--- src/rtl/uart_alu_sequencer.sv ---
// Frame controller: pops A, B and opcode bytes from the RX FIFO, drives the ALU and pushes
// the latched result into the TX FIFO. An inter-byte timeout drops partial frames.
module uart_alu_sequencer #(
    parameter int unsigned NB_DATA        = 8,
    parameter int unsigned NB_OP          = 6,
    parameter int unsigned TIMEOUT_CYCLES = 2_000_000,
    parameter int unsigned NB_TIMEOUT     = 21
) (
    input  logic               i_clk,
    input  logic               i_reset,
    input  logic               i_rx_empty,
    input  logic [NB_DATA-1:0] i_rx_data,
    output logic               o_rd_uart,
    input  logic               i_tx_full,
    output logic               o_wr_uart,
    output logic [NB_DATA-1:0] o_tx_data,
    output logic [NB_DATA-1:0] o_data_a,
    output logic [NB_DATA-1:0] o_data_b,
    output logic [NB_OP-1:0]   o_alu_op,
    input  logic [NB_DATA-1:0] i_alu_result,
    output logic               o_busy,
    output logic               o_frame_error
);

    typedef enum logic [2:0] {StA, StB, StOp, StExec, StSend} state_e;

    localparam bit                    TimeoutEn   = (TIMEOUT_CYCLES != 0);
    localparam logic [NB_TIMEOUT-1:0] TimeoutLast = NB_TIMEOUT'(TIMEOUT_CYCLES - 1);

    state_e                state_q, state_d;
    logic [NB_DATA-1:0]    data_a_q, data_a_d;
    logic [NB_DATA-1:0]    data_b_q, data_b_d;
    logic [NB_OP-1:0]      alu_op_q, alu_op_d;
    logic [NB_DATA-1:0]    tx_data_q, tx_data_d;
    logic [NB_TIMEOUT-1:0] tmo_q, tmo_d;
    logic                  rd_en, wr_en, frame_err;

    always_ff @(posedge i_clk) begin
        if (i_reset) begin
            state_q   <= StA;
            data_a_q  <= '0;
            data_b_q  <= '0;
            alu_op_q  <= '0;
            tx_data_q <= '0;
            tmo_q     <= '0;
        end else begin
            state_q   <= state_d;
            data_a_q  <= data_a_d;
            data_b_q  <= data_b_d;
            alu_op_q  <= alu_op_d;
            tx_data_q <= tx_data_d;
            tmo_q     <= tmo_d;
        end
    end

    always_comb begin
        state_d   = state_q;
        data_a_d  = data_a_q;
        data_b_d  = data_b_q;
        alu_op_d  = alu_op_q;
        tx_data_d = tx_data_q;
        tmo_d     = tmo_q;
        rd_en     = 1'b0;
        wr_en     = 1'b0;
        frame_err = 1'b0;

        unique case (state_q)
            StA: begin
                tmo_d = '0;
                if (!i_rx_empty) begin
                    rd_en    = 1'b1;
                    data_a_d = i_rx_data;
                    state_d  = StB;
                end
            end
            StB, StOp: begin
                if (!i_rx_empty) begin
                    // An available byte always wins over a timeout expiring this cycle.
                    rd_en = 1'b1;
                    tmo_d = '0;
                    if (state_q == StB) begin
                        data_b_d = i_rx_data;
                        state_d  = StOp;
                    end else begin
                        alu_op_d = i_rx_data[NB_OP-1:0];
                        state_d  = StExec;
                    end
                end else if (TimeoutEn) begin
                    if (tmo_q == TimeoutLast) begin
                        frame_err = 1'b1;
                        tmo_d     = '0;
                        state_d   = StA;
                    end else begin
                        tmo_d = tmo_q + NB_TIMEOUT'(1);
                    end
                end
            end
            StExec: begin
                tx_data_d = i_alu_result;
                state_d   = StSend;
            end
            StSend: begin
                if (!i_tx_full) begin
                    wr_en   = 1'b1;
                    state_d = StA;
                end
            end
            default: state_d = StA;
        endcase

        // No FIFO traffic or error pulses while reset is asserted.
        if (i_reset) begin
            rd_en     = 1'b0;
            wr_en     = 1'b0;
            frame_err = 1'b0;
        end
    end

    assign o_rd_uart     = rd_en;
    assign o_wr_uart     = wr_en;
    assign o_frame_error = frame_err;
    assign o_tx_data     = tx_data_q;
    assign o_data_a      = data_a_q;
    assign o_data_b      = data_b_q;
    assign o_alu_op      = alu_op_q;
    assign o_busy        = (state_q != StA);

endmodule

--- config.mk ---
export PLATFORM = sky130hd
export DESIGN_NAME = uart_alu_sequencer
export DESIGN_NICKNAME = d
export VERILOG_FILES = /design/src/rtl/uart_alu_sequencer.sv
export SDC_FILE = /design/constraint.sdc
export NUM_CORES = 1
export LEC_CHECK = 0
export ABC_AREA = 1
export ABC_CLOCK_PERIOD_IN_PS = 2000
export BUFFER_PORTS_ARGS = -buffer_cell sky130_fd_sc_hd__buf_2
export CAP_MARGIN = 15
export CORE_MARGIN = 3
export CORE_UTILIZATION = 35
export DETAILED_ROUTE_END_ITERATION = 8
export GPL_TIMING_DRIVEN = 0
export SYNTH_ARGS = -nofsm -noshare
export SYNTH_HDL_FRONTEND = slang
export SYNTH_SLANG_ARGS = --single-unit
export TNS_END_PERCENT = 30
--- constraint.sdc ---
create_clock -name i_clk -period 2 [get_ports i_clk]
set_input_delay 0.2 -clock i_clk [delete_from_list [all_inputs] [get_ports i_clk]]
set_output_delay 0.2 -clock i_clk [all_outputs]
set_load 0.01 [all_outputs]
==> metrics.txt <==
# TYPE chip_impl_metric gauge
chip_impl_info{name="outcome",value="finished clean"} 1
chip_impl_metric{name="wirelength_met1",unit="mm"} 2.82
chip_impl_metric{name="total_power_consumption",unit="mW"} 2.49
chip_impl_metric{name="std_cell_rows",unit=""} 30
chip_impl_metric{name="route.vias.total",unit=""} 2384
chip_impl_metric{name="tritonroute_pass_1_iters",unit=""} 5
chip_impl_metric{name="fmax",unit="GHz"} 0.557
chip_impl_metric{name="ff2ff_path_depth",unit=""} 8
chip_impl_info{name="rr_endpoint",value="tmo_q[12]$_SDFFE_PP0N_"} 1
chip_impl_metric{name="max-slew-margin-rel",unit=""} 0.656
chip_impl_metric{name="die_width",unit="um"} 90.6
chip_impl_metric{name="globalRoute.totalOverflow",unit=""} 0
chip_impl_metric{name="gpl.final_weighted_congestion",unit=""} 0.863
chip_impl_metric{name="setup_total_negative_slack",unit="ps"} 0
chip_impl_metric{name="synth_nets",unit=""} 381
chip_impl_metric{name="setup_viol_count_final",unit=""} 0
chip_impl_metric{name="routed_via_density",unit=""} 4.63
chip_impl_info{name="hold_path_class",value="input pin to register"} 1
chip_impl_info{name="endpoint_kind",value="primary output"} 1
chip_impl_info{name="worst_setup_path_start_kind",value="register"} 1
chip_impl_metric{name="critical_path_peak_fanout",unit=""} 8
chip_impl_metric{name="drc_viols",unit=""} 0
chip_impl_metric{name="area_growth",unit="%"} 18.8
chip_impl_metric{name="final_layout_size_suffix_gt1_frac",unit=""} 0.212
chip_impl_metric{name="synth.lib_cells_used.distinct",unit=""} 29
chip_impl_metric{name="port_buffers",unit=""} 52
chip_impl_metric{name="first_global_vias",unit=""} 2355
chip_impl_metric{name="clock_insertion_delay_worst_skew",unit="ps"} 310
chip_impl_info{name="route.top_layer_used",value="met4"} 1
chip_impl_metric{name="postRouteWirelength",unit="mm"} 6.04
chip_impl_metric{name="fin_hold_ws",unit="ps"} 105
chip_impl_metric{name="grt_antenna_before_repair",unit=""} 0
chip_impl_metric{name="layout_worst_path_cycle_share",unit=""} 0.898
chip_impl_metric{name="finalWorstPathRequiredPeriod",unit="ps"} 1800
chip_impl_metric{name="die_area",unit="um2"} 8200
chip_impl_metric{name="drt_initial_violations",unit=""} 98
chip_impl_metric{name="clock_power_share",unit=""} 0.252
chip_impl_metric{name="avgSynthCellArea",unit="um2"} 6.95
chip_impl_metric{name="power_per_cell_area",unit="nW/um2"} 838
chip_impl_metric{name="sequential_share_of_power",unit=""} 0.502
chip_impl_metric{name="floorplan.initialDensity",unit=""} 0.364
chip_impl_info{name="critPathKind",value="register to primary output"} 1
chip_impl_metric{name="max_slew_vio_count",unit=""} 0
chip_impl_metric{name="coreArea",unit="um2"} 6870
chip_impl_metric{name="worst-r2r-setup-slack",unit="ps"} 440
chip_impl_metric{name="finalNetCount",unit=""} 440
chip_impl_info{name="setup_repair_after_global_routing_missed_its_margin",value="false"} 1
chip_impl_metric{name="routed-wl-met2",unit="mm"} 2.80
chip_impl_metric{name="ys_seq_elements",unit=""} 54
chip_impl_metric{name="synth.yosys.seq_area_share",unit=""} 0.432
chip_impl_metric{name="worst_hold_path.num_cells",unit=""} 3
chip_impl_metric{name="hold_viol",unit=""} 0
chip_impl_info{name="worstReg2RegStart",value="tmo_q[0]$_SDFFE_PP0N_"} 1
chip_impl_metric{name="ios",unit=""} 54
chip_impl_metric{name="net-switching-power",unit="uW"} 836
chip_impl_metric{name="ant_nets",unit=""} 0
chip_impl_metric{name="maximum_buffer_depth_of_the_clock_tree",unit=""} 2
chip_impl_metric{name="cp_data_required_time",unit="ps"} 1800
chip_impl_metric{name="wl_per_cell",unit="um"} 11.7
chip_impl_metric{name="clk_pin_slew_worst_paths",unit="ps"} 100
chip_impl_metric{name="grt_first_pass_wirelength",unit="mm"} 10.8
chip_impl_info{name="timing.hold.worst.start",value="i_alu_result[1]"} 1
chip_impl_info{name="layout_commonest_cell",value="nor2_1"} 1
chip_impl_metric{name="power.internal",unit="mW"} 1.65
chip_impl_info{name="cts_root_buffer",value="clkbuf_8"} 1
chip_impl_info{name="whs_endpoint",value="o_tx_data[1]$_SDFFE_PP0P_"} 1
chip_impl_metric{name="hpwlAfterDp",unit="mm"} 4.58
chip_impl_metric{name="cts.sink_count",unit=""} 54
chip_impl_metric{name="ctsHtreeMaxLevel",unit=""} 2
chip_impl_metric{name="dp_worst_setup_slack",unit="ps"} 446
chip_impl_metric{name="power.ir.vdd_worst",unit="uV"} 455
chip_impl_info{name="most-common-layout-cells",value="92 x nor2_1, 59 x nand2_1, 54 x dfxtp_1"} 1
chip_impl_metric{name="worst_slew_pin_slew",unit="ps"} 514
chip_impl_metric{name="grt_max_degree",unit=""} 18
chip_impl_metric{name="met3RoutedLength",unit="um"} 345
chip_impl_metric{name="p_comb_frac",unit=""} 0.246
chip_impl_metric{name="data_arrival_critical_path",unit="ps"} 1600
chip_impl_metric{name="clock-skew-final",unit="ps"} 7.47
chip_impl_metric{name="synth-warning-count",unit=""} 0
chip_impl_metric{name="antenna_diode_count",unit=""} 0
chip_impl_metric{name="synthesis.instances",unit=""} 360
chip_impl_metric{name="max-cap-violations",unit=""} 0
chip_impl_metric{name="syn-cell-area",unit="um2"} 2500
chip_impl_metric{name="post-route-worst-setup-slack",unit="ps"} 204
chip_impl_metric{name="post_cts_buffers",unit=""} 0
chip_impl_info{name="tritoncts",value="done"} 1
chip_impl_metric{name="p_sw_frac",unit=""} 0.336
chip_impl_metric{name="die-height",unit="um"} 90.6
chip_impl_metric{name="inserted_clock_buffers",unit=""} 5
chip_impl_metric{name="power_leakage",unit="nW"} 1.29
chip_impl_metric{name="grt.total_usage",unit=""} 0.158
==> power by group through the flow <==
stage / Combinational [mW] / Clock, mW / Sequential, mW
final: 0.614 / 0.627 / 1.25
after global routing: 0.697 / 0.687 / 1.26
after CTS: 0.623 / 0.655 / 1.25
after detailed placement: 0.622 / 0 / 1.27
after global placement: 0.617 / 0 / 1.27
after floorplan: 0.355 / 0 / 1.31
==> per-stage QoR <==
| step | instance area [um2] | instances | util |
|---|---|---|---|
| 2_1_floorplan | 2500 | 360 | - |
| 3_3_place_gp | 2880 | 508 | 0.420 |
| 3_5_place_dp | 2880 | 508 | 0.420 |
| 4_1_cts | 2970 | 515 | 0.432 |
| 5_1_grt | 2970 | 515 | 0.433 |
| 6_report | 2970 | 515 | 0.433 |
==> synth_stat cells <==
master | count | area share
xor2_1 | 7 | 0.025
clkbuf_1 | 4 | 0.0060
or2_2 | 1 | 0.0025
nor3_1 | 6 | 0.012
nand2_1 | 59 | 0.088
nor2_2 | 12 | 0.030
nand4_1 | 5 | 0.013
buf_4 | 1 | 0.0030
buf_12 | 1 | 0.0080
ha_1 | 1 | 0.0050
nand2_2 | 3 | 0.0075
a21oi_1 | 12 | 0.024
nor4_1 | 1 | 0.0025
inv_4 | 1 | 0.0025
buf_2 | 1 | 0.0020
inv_1 | 31 | 0.046
nand3_1 | 19 | 0.038
dfxtp_1 | 54 | 0.43
nand3_2 | 1 | 0.0040
nand2_4 | 4 | 0.018
and2_1 | 1 | 0.0025
nor3_2 | 1 | 0.0040
and3_1 | 1 | 0.0025
inv_2 | 3 | 0.0045
xnor2_1 | 1 | 0.0035
a211oi_1 | 1 | 0.0030
nand3b_1 | 1 | 0.0030
nor2_1 | 92 | 0.14
o21ai_0 | 35 | 0.070
==> metal layers <==
| layer | track usage | up-vias |
|---|---|---|
| met5 | 0 | - |
| met4 | 0.0459 | 0 |
| met3 | 0.0350 | 7 |
| met2 | 0.266 | 48 |
| met1 | 0.200 | 1077 |
| li1 | - | 1252 |
==> final cells by class <==
cell class	instances	area [um2]
clock buffer	5	68.8
clock inverter	2	17.5
tap	96	120
sequential	54	1080
timing repair buffer	52	260
inverter	35	134
buffer	7	47.5
multi-input combinational	264	1240
fill	753	3890
==> state kept, by name, indices dropped and copies added (netlist names) <==
| register | flops |
|---|---|
| o_data_b | 8 |
| o_alu_op | 6 |
| o_tx_data | 8 |
| o_data_a | 8 |
| tmo_q | 21 |
| state_q | 3 |
==> kinds of logic after synthesis <==
logic type | share of synthesized area
flops | 0.432
fa+ha+maj | 0.00500
xor+xnor | 0.0280
compound gates | 0.0970
simple gates | 0.366
buf+inv | 0.0725
==> timing repair <==
| action | CTS | global route |
|---|---|---|
| hold buffers | 0 | 0 |
| endpoints found under the setup margin | 0 | 1 |
| resized for setup | 0 | 1 |
==> worst max-delay path by stage <==
| stage | startpoint | to | slack, ps | cells past startpoint |
|---|---|---|---|---|
| 6_report | state_q[2]$_SDFFE_PP0P_ | o_frame_error | 200 | 8 |
| 5_1_grt | state_q[2]$_SDFFE_PP0P_ | o_frame_error | 20 | 8 |
| 4_1_cts | state_q[2]$_SDFFE_PP0P_ | o_frame_error | 100 | 8 |
| 3_5_place_dp | state_q[1]$_SDFFE_PP0P_ | o_data_a[2]$_SDFFE_PP0P_ | 450 | 6 |
| 3_3_place_gp | state_q[1]$_SDFFE_PP0P_ | o_data_a[4]$_SDFFE_PP0P_ | 460 | 6 |
| 2_1_floorplan | tmo_q[0]$_SDFFE_PP0N_ | tmo_q[11]$_SDFFE_PP0N_ | 640 | 11 |
==> critical path: stages (launching register included) <==
cell	delay, ps
dfxtp_1	350
inv_1	140
nand2_4	110
inv_4	120
nand3_2	80
inv_2	90
nand2_1	70
nor3_2	160
buf_2	150
Note: power is estimated with default switching activity, not from simulation.
